--- src/rtl/ftdi_spi_rx_if.sv ---
// Byte stream from the FTDI SPI capture FIFO to the downstream consumer.
// Each byte carries its D/C tag and moves on a valid/ready handshake.
interface ftdi_spi_rx_if;
  logic [7:0] m_data;
  logic       m_dc;
  logic       m_valid;
  logic       m_ready;

  modport master (output m_data, output m_dc, output m_valid, input m_ready);
  modport slave  (input m_data, input m_dc, input m_valid, output m_ready);
endinterface

--- src/rtl/ftdi_spi_rx.sv ---
// Captures the FTDI MPSSE SPI stream (mode 0, MSB first) into D/C-tagged bytes.
// Bytes are buffered in a first-word-fall-through FIFO drained over valid/ready.
module ftdi_spi_rx #(
  parameter int FIFO_DEPTH  = 16,
  parameter int SYNC_STAGES = 2
) (
  input  logic                          clk,
  input  logic                          resn,
  input  logic                          spi_sclk,
  input  logic                          spi_mosi,
  input  logic                          spi_cs_n,
  input  logic                          spi_dc,
  ftdi_spi_rx_if.master                 m_if,
  output logic [$clog2(FIFO_DEPTH):0]   fill,
  output logic                          overflow,
  output logic                          frame_err
);

  localparam int              AW      = $clog2(FIFO_DEPTH);
  localparam logic [AW:0]     DEPTH_C = (AW+1)'(FIFO_DEPTH);

  logic [SYNC_STAGES-1:0] sclk_sync_r;
  logic [SYNC_STAGES-1:0] mosi_sync_r;
  logic [SYNC_STAGES-1:0] cs_sync_r;
  logic [SYNC_STAGES-1:0] dc_sync_r;
  logic                   sclk_prev_r;
  logic                   cs_prev_r;

  logic                   s_sclk;
  logic                   s_mosi;
  logic                   s_cs_n;
  logic                   s_dc;

  logic [2:0]             bitcnt_r;
  logic [6:0]             shift_r;
  logic                   frame_err_r;

  logic [8:0]             mem_r [FIFO_DEPTH];
  logic [AW-1:0]          wr_ptr_r;
  logic [AW-1:0]          rd_ptr_r;
  logic [AW:0]            fill_r;
  logic                   m_valid_r;
  logic                   overflow_r;

  logic                   sclk_rise_s;
  logic                   cs_rise_s;
  logic                   push_s;
  logic [8:0]             push_word_s;
  logic                   pop_s;
  logic                   push_ok_s;
  logic [AW:0]            fill_nxt_s;

  assign s_sclk = sclk_sync_r[SYNC_STAGES-1];
  assign s_mosi = mosi_sync_r[SYNC_STAGES-1];
  assign s_cs_n = cs_sync_r[SYNC_STAGES-1];
  assign s_dc   = dc_sync_r[SYNC_STAGES-1];

  // Input synchronisers plus one extra stage of SCLK/CS history for edge detection
  always_ff @(posedge clk or negedge resn) begin
    if (!resn) begin
      sclk_sync_r <= {SYNC_STAGES{1'b0}};
      mosi_sync_r <= {SYNC_STAGES{1'b0}};
      cs_sync_r   <= {SYNC_STAGES{1'b1}};
      dc_sync_r   <= {SYNC_STAGES{1'b0}};
      sclk_prev_r <= 1'b0;
      cs_prev_r   <= 1'b1;
    end else begin
      sclk_sync_r <= {sclk_sync_r[SYNC_STAGES-2:0], spi_sclk};
      mosi_sync_r <= {mosi_sync_r[SYNC_STAGES-2:0], spi_mosi};
      cs_sync_r   <= {cs_sync_r[SYNC_STAGES-2:0], spi_cs_n};
      dc_sync_r   <= {dc_sync_r[SYNC_STAGES-2:0], spi_dc};
      sclk_prev_r <= s_sclk;
      cs_prev_r   <= s_cs_n;
    end
  end

  // Edge qualification and the byte/tag formed on the eighth qualified edge
  always_comb begin
    sclk_rise_s = s_sclk & ~sclk_prev_r & ~s_cs_n;
    cs_rise_s   = s_cs_n & ~cs_prev_r;
    push_s      = sclk_rise_s & (bitcnt_r == 3'd7);
    push_word_s = {s_dc, shift_r, s_mosi};
  end

  // Deserialiser: CS high parks the bit counter, so every frame starts at bit 0
  always_ff @(posedge clk or negedge resn) begin
    if (!resn) begin
      bitcnt_r    <= 3'd0;
      shift_r     <= 7'd0;
      frame_err_r <= 1'b0;
    end else begin
      frame_err_r <= cs_rise_s & (bitcnt_r != 3'd0);
      if (s_cs_n) begin
        bitcnt_r <= 3'd0;
      end else if (sclk_rise_s) begin
        shift_r  <= {shift_r[5:0], s_mosi};
        bitcnt_r <= bitcnt_r + 3'd1;
      end
    end
  end

  // FIFO control: a pop in the same cycle frees a slot for the incoming byte
  always_comb begin
    pop_s      = m_valid_r & m_if.m_ready;
    push_ok_s  = push_s & ((fill_r != DEPTH_C) | pop_s);
    fill_nxt_s = fill_r;
    case ({push_ok_s, pop_s})
      2'b10:   fill_nxt_s = fill_r + (AW+1)'(1'b1);
      2'b01:   fill_nxt_s = fill_r - (AW+1)'(1'b1);
      default: fill_nxt_s = fill_r;
    endcase
  end

  // FIFO storage, pointers and registered status
  always_ff @(posedge clk or negedge resn) begin
    if (!resn) begin
      for (int i = 0; i < FIFO_DEPTH; i++) begin
        mem_r[i] <= 9'd0;
      end
      wr_ptr_r   <= {AW{1'b0}};
      rd_ptr_r   <= {AW{1'b0}};
      fill_r     <= {(AW+1){1'b0}};
      m_valid_r  <= 1'b0;
      overflow_r <= 1'b0;
    end else begin
      if (push_ok_s) begin
        mem_r[wr_ptr_r] <= push_word_s;
        wr_ptr_r        <= wr_ptr_r + AW'(1'b1);
      end
      if (pop_s) begin
        rd_ptr_r <= rd_ptr_r + AW'(1'b1);
      end
      fill_r    <= fill_nxt_s;
      m_valid_r <= (fill_nxt_s != {(AW+1){1'b0}});
      if (push_s & ~push_ok_s) begin
        overflow_r <= 1'b1;
      end
    end
  end

  assign m_if.m_data  = mem_r[rd_ptr_r][7:0];
  assign m_if.m_dc    = mem_r[rd_ptr_r][8];
  assign m_if.m_valid = m_valid_r;
  assign fill         = fill_r;
  assign overflow     = overflow_r;
  assign frame_err    = frame_err_r;

endmodule
--- src/flat_wrapper.sv ---
// flat-port wrapper written by rule: the top's interface ports become plain ports
module ftdi_spi_rx_flat 
#(
  parameter int FIFO_DEPTH  = 16,
  parameter int SYNC_STAGES = 2
)
  (clk, resn, spi_sclk, spi_mosi, spi_cs_n, spi_dc, fill, overflow, frame_err, m_if_m_data, m_if_m_dc, m_if_m_valid, m_if_m_ready);
  ftdi_spi_rx_if m_if_i ();
  input  logic clk;
  input  logic resn;
  input  logic spi_sclk;
  input  logic spi_mosi;
  input  logic spi_cs_n;
  input  logic spi_dc;
  output logic [$clog2(FIFO_DEPTH):0] fill;
  output logic overflow;
  output logic frame_err;
  output wire logic [$bits(m_if_i.m_data)-1:0] m_if_m_data;
  output wire logic [$bits(m_if_i.m_dc)-1:0] m_if_m_dc;
  output wire logic [$bits(m_if_i.m_valid)-1:0] m_if_m_valid;
  input wire logic [$bits(m_if_i.m_ready)-1:0] m_if_m_ready;
  assign m_if_m_data = m_if_i.m_data;
  assign m_if_m_dc = m_if_i.m_dc;
  assign m_if_m_valid = m_if_i.m_valid;
  assign m_if_i.m_ready = m_if_m_ready;
  ftdi_spi_rx #(.FIFO_DEPTH(FIFO_DEPTH), .SYNC_STAGES(SYNC_STAGES)) u_core (.clk(clk), .resn(resn), .spi_sclk(spi_sclk), .spi_mosi(spi_mosi), .spi_cs_n(spi_cs_n), .spi_dc(spi_dc), .m_if(m_if_i), .fill(fill), .overflow(overflow), .frame_err(frame_err));
endmodule
--- config.mk ---
export PLATFORM = sky130hd
export DESIGN_NAME = ftdi_spi_rx_flat
export DESIGN_NICKNAME = d
export VERILOG_FILES = /design/src/rtl/ftdi_spi_rx_if.sv /design/src/rtl/ftdi_spi_rx.sv /design/src/flat_wrapper.sv
export SDC_FILE = /design/constraint.sdc
export NUM_CORES = 1
export LEC_CHECK = 0
export CORE_AREA = 2 2 94 186
export DETAILED_ROUTE_END_ITERATION = 16
export DIE_AREA = 0 0 96 188
export GPL_ROUTABILITY_DRIVEN = 0
export PLACE_DENSITY_LB_ADDON = 0.3
export SYNTH_ARGS = -nofsm -noshare
export SYNTH_HDL_FRONTEND = slang
export SYNTH_SLANG_ARGS = --single-unit
--- constraint.sdc ---
create_clock -name clk -period 4.2 [get_ports clk]
set_input_delay 0.63 -clock clk [delete_from_list [all_inputs] [get_ports clk]]
set_output_delay 0.63 -clock clk [all_outputs]
set_load 0.05 [all_outputs]
==> flow_summary.ini, run 1 <==
[sta]
tightestPinTransition_ps = 992
period_minus_slack_ps = 3660
fin_tns_setup_ps = 0
slew_headroom_pct = 33.9
max_freq_mhz = 273
skew_ps = 11.9
finalSetupViolCount = 0
finalHoldViolations = 0
rsz0062_at_grt = false
fin_crit_sh_pct = 87.2
drv_slew = 0

[setup_path]
rrSetupSlack_ps = 900
reg2reg_depth = 10
worstSetupEndpointType = output port
crit_slowest_cell = clkdlybuf4s50_1
crit_arrival_ps = 3030
worstPathMaxFanout = 23
cpPeakStageDelay_ps = 730
required_ps = 3570
crit_path_frequent_cell = mux4_2
path_cells = buf_4 > mux4_2 > mux4_2 > clkdlybuf4s50_1
rr_startpoint = u_core.fill[1]
critPathKind = flop to output port
timing.rr.end = u_core.m_if.m_valid
worstSetupStartpointType = flop

[power_and_ir_drop]
cellPowerDensity_mw_per_mm2 = 489
ir_worst_vdd_mv = 0.539
p_leak_nw = 4.31

[die]
dieArea_mm2 = 0.0180
num_rows = 67
fp.coreArea_mm2 = 0.0167
io_pins = 24
die_w_um = 96
start_util_pct = 48.9
die_y_um = 188

[yosys]
synth_flop_cell = dfrtp_1
yosysTopAreaCellShare_pct = 54.3
synth-seq-area-share_pct = 55.2
synth_largest_area_cell = dfrtp_1
async_reset_ff_share_pct = 100
synth_edf_count = 0
syn_nets = 516
syn_area_mm2 = 0.00816
synth_cell_types = 40
synth_cells = 498
yosysWarnings = 0
avgSynthCellArea_um2 = 16.4
ys_ff_latch = 180
synth_area_leaders = dfrtp_1 (54%), mux2_2 (20%), mux4_2 (12%), ha_1 (1.7%), mux2_4 (1.7%)

[global_routing]
grt_max_degree = 108
grt_pass1_wl_um = 27400
grt_pass1_vias = 4783
track_usage_pct = 21.1
antenna_found_initial = 0
gr-total-overflow = 0

[clock_tree]
cts_buffer_depth = 2
ctsHoldBuffers = 0
numCtsBuffers = 17
postCtsSetupBuffers = 0
root_buffer = clkbuf_16
cts_tree = built
clkLatencyLatePin_ps = 430
htreeDepth = 4
clkSinkCount = 180
post_cts_resized = 0
clk_pin_slew_ps = 60

[placed_design]
numPortBuffers = 23
hpwl_um = 10900

[detailed_routing]
vias = 4396
wire_per_inst_um = 23.7
dr.pass1.iters = 4
drc = 0
drt_iter0_drc = 270
routed_wl_um = 17400
viasPerCell = 5.96
final_antenna_net_count = 0

[final_layout]
final_util_pct = 54.7
antennaDiodeCount = 0
area_growth_pct = 11.8
layout_common_cells = dfrtp_1 (176), mux2_2 (144), mux4_2 (45)
final_common_cell = dfrtp_1
fin_nets = 535
layout-drive-gt1-share_pct = 48.5

[min_path]
hp-class = primary input to async pin

[run_status]
outcome = completed

[run]
max-cap-violations = 0
-- worst max-delay path by stage --
stage | start | end | slack, ps | cells past startpoint
CTS | u_core.rd_ptr_r[0] | m_if_m_data[0] | 480 | 4
detailed placement | m_if_m_ready | u_core.m_if.m_valid | 580 | 11
global placement | m_if_m_ready | u_core.m_if.m_valid | 710 | 11
floorplan | u_core.fill[1] | u_core.m_if.m_valid | 450 | 14
finish | u_core.rd_ptr_r[0] | m_if_m_data[0] | 540 | 4
global route | u_core.rd_ptr_r[0] | m_if_m_data[0] | 430 | 4
-- Yosys cell counts (all sizes together) (3+ instances only) --
library cell / instances
buf: 15
inv: 7
xnor2: 11
and3: 4
mux4: 45
mux2: 153
nand2: 7
ha: 11
dfstp: 3
nor2b: 5
clkbuf: 15
dfrtp: 177
nand3: 14
nor2: 7
-- area by class of cell --
type,instances,area (um^2)
Fill cell,1347,7560
Timing Repair Buffer,30,284
Clock buffer,20,447
Tap cell,207,259
Sequential cell,180,4510
Multi-Input combinational cell,281,3470
Clock inverter,12,130
Inverter,7,26.3
-- where the power goes --
group          switching (mW)  internal [mW]  total [mW]
Sequential              0.271           1.82        2.09
Combinational           0.449          0.362       0.811
Clock                   0.669          0.891        1.56
-- critical path: cells and delay by family (launching register included) --
family,cells,cell delay (ps)
mux,2,1090
flops,1,360
buf+inv,2,1140
-- cells by family after synthesis --
kind of cell             after synthesis  share of synthesized area [%]
buffers and inverters                 37                           2.27
multiplexers                         200                           34.2
AO/OA/AOI/OAI                         11                          0.889
flip-flops                           180                           55.2
AND/OR/NAND/NOR                       46                           4.34
XOR/XNOR                              13                           1.40
adder cells (fa/ha/maj)               11                           1.69
-- registers in the layout, indices dropped and copies added, names as in the netlist --
register and cells:
u_core.bitcnt_r 3, u_core.cs_prev_r 1, u_core.cs_sync_r 2, u_core.dc_sync_r 2
u_core.fill 5, u_core.frame_err 1, u_core.m_if.m_valid 1, u_core.mem_r 144
u_core.mosi_sync_r 2, u_core.overflow 1, u_core.rd_ptr_r 4, u_core.sclk_prev_r 1
u_core.sclk_sync_r 2, u_core.shift_r 7, u_core.wr_ptr_r 4
-- metal layers --
layer  vias up  GRT usage [%]  wire, um
li1       1875              -         -
met5         -              0         0
met1      2393           26.3      6600
met3        29           3.09       524
met2        99           35.6      9710
met4         0           9.78       606
-- stage by stage --
step                      area [um^2]  cells  hold slack [ps]  setup slack [ps]  total power, mW
after floorplan                  8160    498              331               448             2.64
after global placement           8550    705              333               713             2.91
after detailed placement         8550    705              335               578             2.95
after CTS                        9120    737              344               483             4.50
after global routing             9120    737              365               433             4.64
final                            9120    737              290               538             4.46
(Power assumes the default switching activity.)
==> inputs of run 2 (changes only) <==
--- a/config.mk
+++ b/config.mk
@@ -5,9 +5,9 @@
 export SDC_FILE = /design/constraint.sdc
 export NUM_CORES = 1
 export LEC_CHECK = 0
-export CORE_AREA = 2 2 94 186
+export CORE_AREA = 4 4 96 188
 export DETAILED_ROUTE_END_ITERATION = 16
-export DIE_AREA = 0 0 96 188
+export DIE_AREA = 0 0 100 192
 export GPL_ROUTABILITY_DRIVEN = 0
 export PLACE_DENSITY_LB_ADDON = 0.3
 export SYNTH_ARGS = -nofsm -noshare
==> flow_summary.ini, run 2 (same netlist as run 1, synthesis figures left out) <==
[setup_path]
worstPathMaxFanout = 31
worstSetupStartpointType = flop
path_cells = buf_12 > mux4_2 > mux4_2 > clkdlybuf4s50_1
crit_slowest_cell = dfrtp_1
required_ps = 3570
cpPeakStageDelay_ps = 730
critPathKind = flop to output port
crit_path_frequent_cell = mux4_2
crit_arrival_ps = 3060
worstSetupEndpointType = output port

[run]
max-cap-violations = 0

[placed_design]
hpwl_um = 10900
dp.cells = 703
numPortBuffers = 23

[clock_tree]
ctsHoldBuffers = 0
cts_tree = built
htreeDepth = 4
numCtsBuffers = 17
postCtsSetupBuffers = 0
clk_pin_slew_ps = 70
cts_buffer_depth = 2
clkLatencyLatePin_ps = 420
root_buffer = clkbuf_16
clkSinkCount = 180
post_cts_resized = 0

[final_layout]
final_common_cell = dfrtp_1
antennaDiodeCount = 0
fin_nets = 533
final_cells = 735
multiInputGateArea_mm2 = 0.00347
area_growth_pct = 12.1
layout-drive-gt1-share_pct = 48.1
top_register = u_core.mem_r
layout_common_cells = dfrtp_1 (176), mux2_2 (144), mux4_2 (45)
n_fill_cell = 1347
largest_reg_flops = 144
seq_area_mm2 = 0.00451

[global_routing]
track_usage_pct = 19.6
grt_max_degree = 96
grt_pass1_vias = 4894
gr-total-overflow = 0
grt_pass1_wl_um = 27900
antenna_found_initial = 0

[sta]
finalSetupViolCount = 0
fin_crit_sh_pct = 87.8
tightestPinTransition_ps = 926
period_minus_slack_ps = 3690
rsz0062_at_grt = false
fin_tns_setup_ps = 0
skew_ps = 8.58
drv_slew = 0
finalHoldViolations = 0
max_freq_mhz = 271
whs_ps = 289
slew_headroom_pct = 38.3

[detailed_routing]
drc = 0
dr.pass1.iters = 4
vias = 4327
viasPerCell = 5.89
drt_iter0_drc = 247
routed_wl_um = 17200
wire_per_inst_um = 23.4
final_antenna_net_count = 0

[run_status]
outcome = completed

[die]
start_util_pct = 48.9
dieArea_mm2 = 0.0192
fp.coreArea_mm2 = 0.0167
num_rows = 67
die_y_um = 192
die_w_um = 100
io_pins = 24

[power_and_ir_drop]
p_leak_nw = 4.32
total_power_mw = 4.48
p_sw_share_pct = 31.0
power.switching_mw = 1.39
ir_worst_vdd_mv = 0.400
comb_power_share_pct = 18.0
p_clk_share_pct = 34.9
seq_power_share_pct = 47.2
cellPowerDensity_mw_per_mm2 = 490
p_int_mw = 3.09

[min_path]
hp-class = primary input to async pin
-- run 2: cell count changes in the layout (fill, tap and decap cells not counted), sizes merged --
cell      previous run  this run
buf                  8         6
clkbuf              20        21
clkinvlp             5         4
-- run 2: cell type report --
type / instances / area share [%]
clock buffers: 21 / 4.92
clock inverters: 11 / 1.42
inverters: 7 / 0.287
multi-input cells: 281 / 37.9
flip-flops and latches: 180 / 49.3
well taps: 207 / 2.83
repair buffers: 28 / 3.35
-- run 2: power by group through the flow --
stage / logic [mW] / registers, mW / clock network [mW]
final: 0.804 / 2.11 / 1.56
after global routing: 0.872 / 2.14 / 1.67
after CTS: 0.820 / 2.11 / 1.59
after detailed placement: 0.817 / 2.14 / 0
after global placement: 0.804 / 2.13 / 0
after floorplan: 0.610 / 2.03 / 0
-- run 2: per-layer routing --
layer | part of all wire [%] | wire length [um] | track usage, % | up-vias
li1 | - | - | - | 1874
met1 | 39 | 6660 | 23.8 | 2344
met2 | 56 | 9570 | 34.5 | 86
met3 | 2.8 | 481 | 3.16 | 23
met4 | 3.0 | 517 | 7.78 | 0
met5 | 0 | 0 | 0 | -
-- run 2: final timing paths --
| path | from | to | slack (ps) | cells past startpoint |
|---|---|---|---|---|
| worst min register to register | u_core.sclk_sync_r[0] | u_core.sclk_sync_r[1] | 350 | 0 |
| worst max-delay path | u_core.rd_ptr_r[1] | m_if_m_data[5] | 510 | 4 |
| worst min-delay path | resn | u_core.mosi_sync_r[0] | 290 | 1 |
| max in group asynchronous | resn | u_core.mem_r[106] | 2810 | 3 |
| min in group clk | u_core.sclk_sync_r[0] | u_core.sclk_sync_r[1] | 350 | 0 |
| worst max register to register | u_core.fill[1] | u_core.m_if.m_valid | 890 | 10 |
-- run 2: stage by stage --
stage / cell area (um^2) / setup slack, ps / utilization, %
6_report: 9150 / 513 / 54.8
5_1_grt: 9150 / 468 / 54.8
4_1_cts: 9150 / 498 / 54.8
3_5_place_dp: 8570 / 593 / 51.4
3_3_place_gp: 8570 / 719 / 51.4
2_1_floorplan: 8160 / 448 / -
-- run 2: critical path, delay by kind of cell (launching register included) --
family / cells / cell delay (ps)
mux: 2 / 860
buf+inv: 2 / 1020
flops: 1 / 730
